## config.mk

```make
export PLATFORM = sky130hd
export DESIGN_NAME = fwd_hazard_unit
export DESIGN_NICKNAME = d
export VERILOG_FILES = /design/src/rtl/fwd_hazard_unit.sv
export SDC_FILE = /design/constraint.sdc
export NUM_CORES = 1
export LEC_CHECK = 0
export CAP_MARGIN = 20
export CORE_MARGIN = 5
export CORE_UTILIZATION = 35
export DETAILED_ROUTE_END_ITERATION = 12
export DONT_BUFFER_PORTS = 1
export SYNTH_ARGS = -nofsm -noshare
export SYNTH_HDL_FRONTEND = slang
export SYNTH_SLANG_ARGS = --single-unit
```

## constraint.sdc

```tcl
create_clock -name clk -period 4.8 [get_ports clk]
set_input_delay 0.96 -clock clk [delete_from_list [all_inputs] [get_ports clk]]
set_output_delay 0.96 -clock clk [all_outputs]
set_load 0.03 [all_outputs]
```

## src/rtl/fwd_hazard_unit.sv

```systemverilog
// Operand forwarding and load-use hazard unit for the ID/EX boundary.
// Tracks in-flight writebacks in a DEPTH-deep shift scoreboard and drives per-operand bypass selects.
module fwd_hazard_unit #(
    parameter int REG_W    = 4,
    parameter int DEPTH    = 2,
    parameter int NUM_SRC  = 2,
    parameter int LOAD_LAT = 1,
    parameter int CNT_W    = 16,
    parameter int SEL_W    = $clog2(DEPTH + 1)
) (
    input  logic                       clk,
    input  logic                       rst,
    input  logic                       issue_valid,
    input  logic [REG_W-1:0]           issue_dest,
    input  logic                       issue_wb_en,
    input  logic                       issue_mem_read,
    input  logic [NUM_SRC*REG_W-1:0]   src_addr,
    input  logic [NUM_SRC-1:0]         src_valid,
    input  logic                       forward_en,
    input  logic                       freeze,
    input  logic                       flush,
    output logic [NUM_SRC*SEL_W-1:0]   sel_src,
    output logic                       hazard_stall,
    output logic [CNT_W-1:0]           stall_cycles
);

    logic [DEPTH-1:0]              ent_valid;
    logic [DEPTH-1:0]              ent_load;
    logic [DEPTH-1:0][REG_W-1:0]   ent_dest;

    logic [NUM_SRC-1:0]            src_hit;
    logic [NUM_SRC-1:0]            src_load_use;
    logic [NUM_SRC-1:0][SEL_W-1:0] src_fwd_sel;
    logic                          stall_any;
    logic                          insert;

    // Scan oldest to youngest so the youngest matching entry ends up winning.
    always_comb begin
        src_hit      = '0;
        src_load_use = '0;
        src_fwd_sel  = '0;
        for (int i = 0; i < NUM_SRC; i++) begin
            for (int k = DEPTH - 1; k >= 0; k--) begin
                if (src_valid[i] && ent_valid[k] &&
                    (ent_dest[k] == src_addr[i*REG_W +: REG_W])) begin
                    src_hit[i]      = 1'b1;
                    src_load_use[i] = ent_load[k] && (k < LOAD_LAT);
                    src_fwd_sel[i]  = SEL_W'(k + 1);
                end
            end
        end
    end

    always_comb begin
        sel_src   = '0;
        stall_any = 1'b0;
        for (int i = 0; i < NUM_SRC; i++) begin
            if (forward_en) begin
                if (src_load_use[i]) begin
                    stall_any = 1'b1;
                end else begin
                    sel_src[i*SEL_W +: SEL_W] = src_fwd_sel[i];
                end
            end else if (src_hit[i]) begin
                stall_any = 1'b1;
            end
        end
    end

    assign hazard_stall = issue_valid & stall_any;
    assign insert       = issue_valid & issue_wb_en & ~flush & ~hazard_stall;

    always_ff @(posedge clk or posedge rst) begin
        if (rst) begin
            ent_valid    <= '0;
            ent_load     <= '0;
            ent_dest     <= '0;
            stall_cycles <= '0;
        end else if (!freeze) begin
            for (int k = DEPTH - 1; k > 0; k--) begin
                ent_valid[k] <= ent_valid[k-1];
                ent_load[k]  <= ent_load[k-1];
                ent_dest[k]  <= ent_dest[k-1];
            end
            ent_valid[0] <= insert;
            ent_load[0]  <= insert & issue_mem_read;
            ent_dest[0]  <= insert ? issue_dest : '0;
            if (hazard_stall && (stall_cycles != '1)) begin
                stall_cycles <= stall_cycles + 1'b1;
            end
        end
    end

endmodule
```

==> results by group <==
Detailed routing
  – Initial DRC count: 23
  – Vias/cell: 5.630
  – Via count: 1036
  – DRC viols: 0
  – WL/cell: 18.48 um
  – Routed Antenna Nets: 0
  – WL final: 3401 um
  – Pre-antenna DRT Iters: 3

Run
  – Max capacitance violation total: 0

Timing
  – Slew @ Worst Pin: 0.9614 ns
  – Final worst setup slack: 1.419 ns
  – # setup viols final: 0
  – Period utilisation layout: 0.7044
  – Final worst path period need: 3.381 ns
  – Final Hold Violating Endpoints: 0
  – Worst slew margin: 0.3577
  – Fmax: 0.2958 GHz
  – Fin Setup TNS: 0 ns
  – Clk_skew: 0.004621 ns
  – Final Slew Violations: 0
  – Unrepaired setup endpoints after global routing: no

Worst setup path
  – Critical path arrival: 2.42 ns
  – Crit Path Class: in -> out
  – Critical Path End Type: primary output
  – CP max FO: 17
  – Required time worst endpoint: 3.84 ns
  – Critical Path Start Type: primary input

Floorplan
  – Initial Util: 0.3597
  – Row Count: 24
  – Die Wd: 76.66 um
  – Die Area: 0.005877 sq mm
  – IO Pins: 43
  – Die height: 76.66 um
  – Core footprint: 0.004324 sq mm

Place
  – Post-DP HPWL: 2583 um
  – PortBufs: 0
  – Post-placement worst setup slack: 1.401 ns
  – GPL Wtd Cong: 0.7527
  – Dpl cell area: 0.001598 sq mm

Yosys
  – Synth top cells by count: dfrtp_1 (27), xnor2_1 (19), xor2_1 (12), and3_1 (9)
  – Syn Inst Count: 129
  – Cell Area, Synth: 0.001555 sq mm
  – Dominant synthesized flop cell: dfrtp_1
  – Post-synth EDFFs: 0
  – Yosys top cell area share: 0.4344
  – Mean post-synth cell area: 12.06 sq um
  – Syn nets: 152
  – Number of warnings issued by yosys: 0
  – Synth area leaders: dfrtp_1 (43%), xnor2_1 (11%), xor2_1 (6.8%), mux2_2 (4.3%), and3_1 (3.6%)
  – Yosys top cell by area: dfrtp_1
  – Number of synthesized register bits: 27
  – Most numerous cell in the Yosys netlist: dfrtp_1
  – Seq/Total Area, Yosys: 0.4344
  – Asr flop ratio synth: 1.000
  – Unique cell type count in the Yosys netlist: 31

Power and ir drop
  – Switching share of power: 0.2444
  – Power density cells: 243.5 mW/mm^2
  – Comb pwr share: 0.082
  – Seq pwr share: 0.597
  – Max VDD drop: 0.2355 mV
  – Cell-internal power: 0.0003075 W
  – Switching pwr: 0.00009950 W
  – Clock share of power: 0.321
  – LEAKAGE: 0.7409 nW

Finish
  – P&R area growth vs syn: 7.482%
  – Design area: 0.001672 sq mm
  – Antenna Cells: 0
  – Fin nets: 156
  – Filler cells: 436
  – Share of layout cells above drive strength 1: 0.1894

CTS
  – Clock buffer count from CTS: 3
  – Clock Latency Late Sink: 0.27 ns
  – CTS tree: done
  – Clk sink count: 27
  – Hold_buf cts: 0
  – Post-cts sizing count: 0
  – H-tree depth: 1
  – Setup bufs post-CTS: 0
  – Root Buffer: clkbuf_8
  – CTS Buffer Depth: 2
  – Worst-path clk slew: 0.10 ns

Global routing
  – Vias in the first global route: 1114
  – Global route hottest layer: met2
  – Global-route wire length before repair: 5844 um
  – Largest net degree at the start of global routing: 28
  – Met2 GRT Util: 0.1944
  – Grt ovf: 0
  – Gr usage total: 0.1211
  – Met3 Usage GRT: 0.04684
  – Met1 usage: 0.1562
  – Initial antenna violation count: 0

Hold path
  – Class of the worst hold path: in -> async

Status
  – Outcome: complete, no violations
## sequential cells by signal, summed over array words and instances (netlist names)
name,flops
ent_valid,2
ent_load,1
ent_dest,8
stall_cycles,16
## power groups by stage
stage / clock network (W) / registers (W) / logic (W)
2_1_floorplan: 0 / 0.000245 / 0.0000284
3_3_place_gp: 0 / 0.000247 / 0.0000297
3_5_place_dp: 0 / 0.000248 / 0.0000316
4_1_cts: 0.000135 / 0.000243 / 0.0000316
5_1_grt: 0.000145 / 0.000244 / 0.0000371
6_report: 0.000131 / 0.000243 / 0.0000335
## worst max-delay path, stage by stage
cell	delay (ns)
xor2_1	0.12
nor3_1	0.26
nand4_2	0.24
a41oi_4	0.19
buf_4	0.28
o21a_1	0.35
## cell type report
cell class	count	area [sq um]	share of cell area
well taps	52	65.06	0.03892
clock inverters	1	5.005	0.002994
flip-flops and latches	27	675.6	0.4042
repair buffers	3	42.54	0.02545
multi-input cells	95	830.8	0.4970
clock buffers	3	41.29	0.02470
inverters	3	11.26	0.006737
## cells by family (layout without fill, tap and decap cells)
| family | count (synthesis) | after routing | share of synthesized area |
|---|---|---|---|
| muxes | 6 | 6 | 0.04344 |
| buffers and inverters | 7 | 10 | 0.03137 |
| and+or+nand+nor | 32 | 32 | 0.1392 |
| AOI/OAI and AO/OA | 25 | 25 | 0.1690 |
| adders and majority gates | 1 | 1 | 0.008044 |
| DFF | 27 | 27 | 0.4344 |
| xor gates and xnor gates | 31 | 31 | 0.1746 |
## worst paths after layout
path                                      start                to  slack [ns]  cells after the start
worst max-delay path                src_addr[4]      hazard_stall        1.42                      6
worst min-delay path                        rst       ent_dest[7]        0.46                      1
worst max register to register  stall_cycles[0]   stall_cycles[1]        2.31                      6
worst min register to register     ent_valid[1]      ent_valid[1]        0.55                      1
max in group asynchronous                   rst  stall_cycles[15]        3.96                      2
min in group clk                   ent_valid[1]      ent_valid[1]        0.55                      1
## per-stage QoR
step                      hold WS [ns]  instances    util  total power, W
after global placement          0.5222        179  0.3695       0.0002768
after detailed placement        0.5407        179  0.3695       0.0002792
after CTS                       0.5633        183  0.3802       0.0004093
after floorplan                 0.4942        129       -       0.0002738
after global routing            0.4476        184  0.3866       0.0004264
final                           0.4645        184  0.3866       0.0004070
## routing by layer
metal  wire (um)  vias up  share of wire
met1        1478      509           0.43
met4          14        0         0.0041
met5           0        -              0
li1            -      489              -
met2        1623       36           0.48
met3         284        2          0.084
## cell usage in the layout (no fill, tap or decap), types with 2 or more instances in the layout
| cell | synthesis | layout |
|---|---|---|
| xor2_1 | 12 | 12 |
| nand2b_1 | 3 | 3 |
| nor3_1 | 5 | 5 |
| dfrtp_1 | 27 | 27 |
| nor2_1 | 3 | 3 |
| xnor2_1 | 19 | 19 |
| nand4_2 | 2 | 2 |
| clkbuf_8 | 0 | 3 |
| buf_4 | 0 | 2 |
| nand4_1 | 2 | 2 |
| inv_1 | 3 | 3 |
| a22o_1 | 4 | 4 |
| o211ai_1 | 6 | 6 |
| nand2_1 | 2 | 2 |
| mux2_2 | 6 | 6 |
| nor3b_1 | 2 | 2 |
| o211ai_2 | 3 | 3 |
| and3_1 | 9 | 9 |
| o2111ai_1 | 5 | 5 |
(Power assumes the default switching activity.)
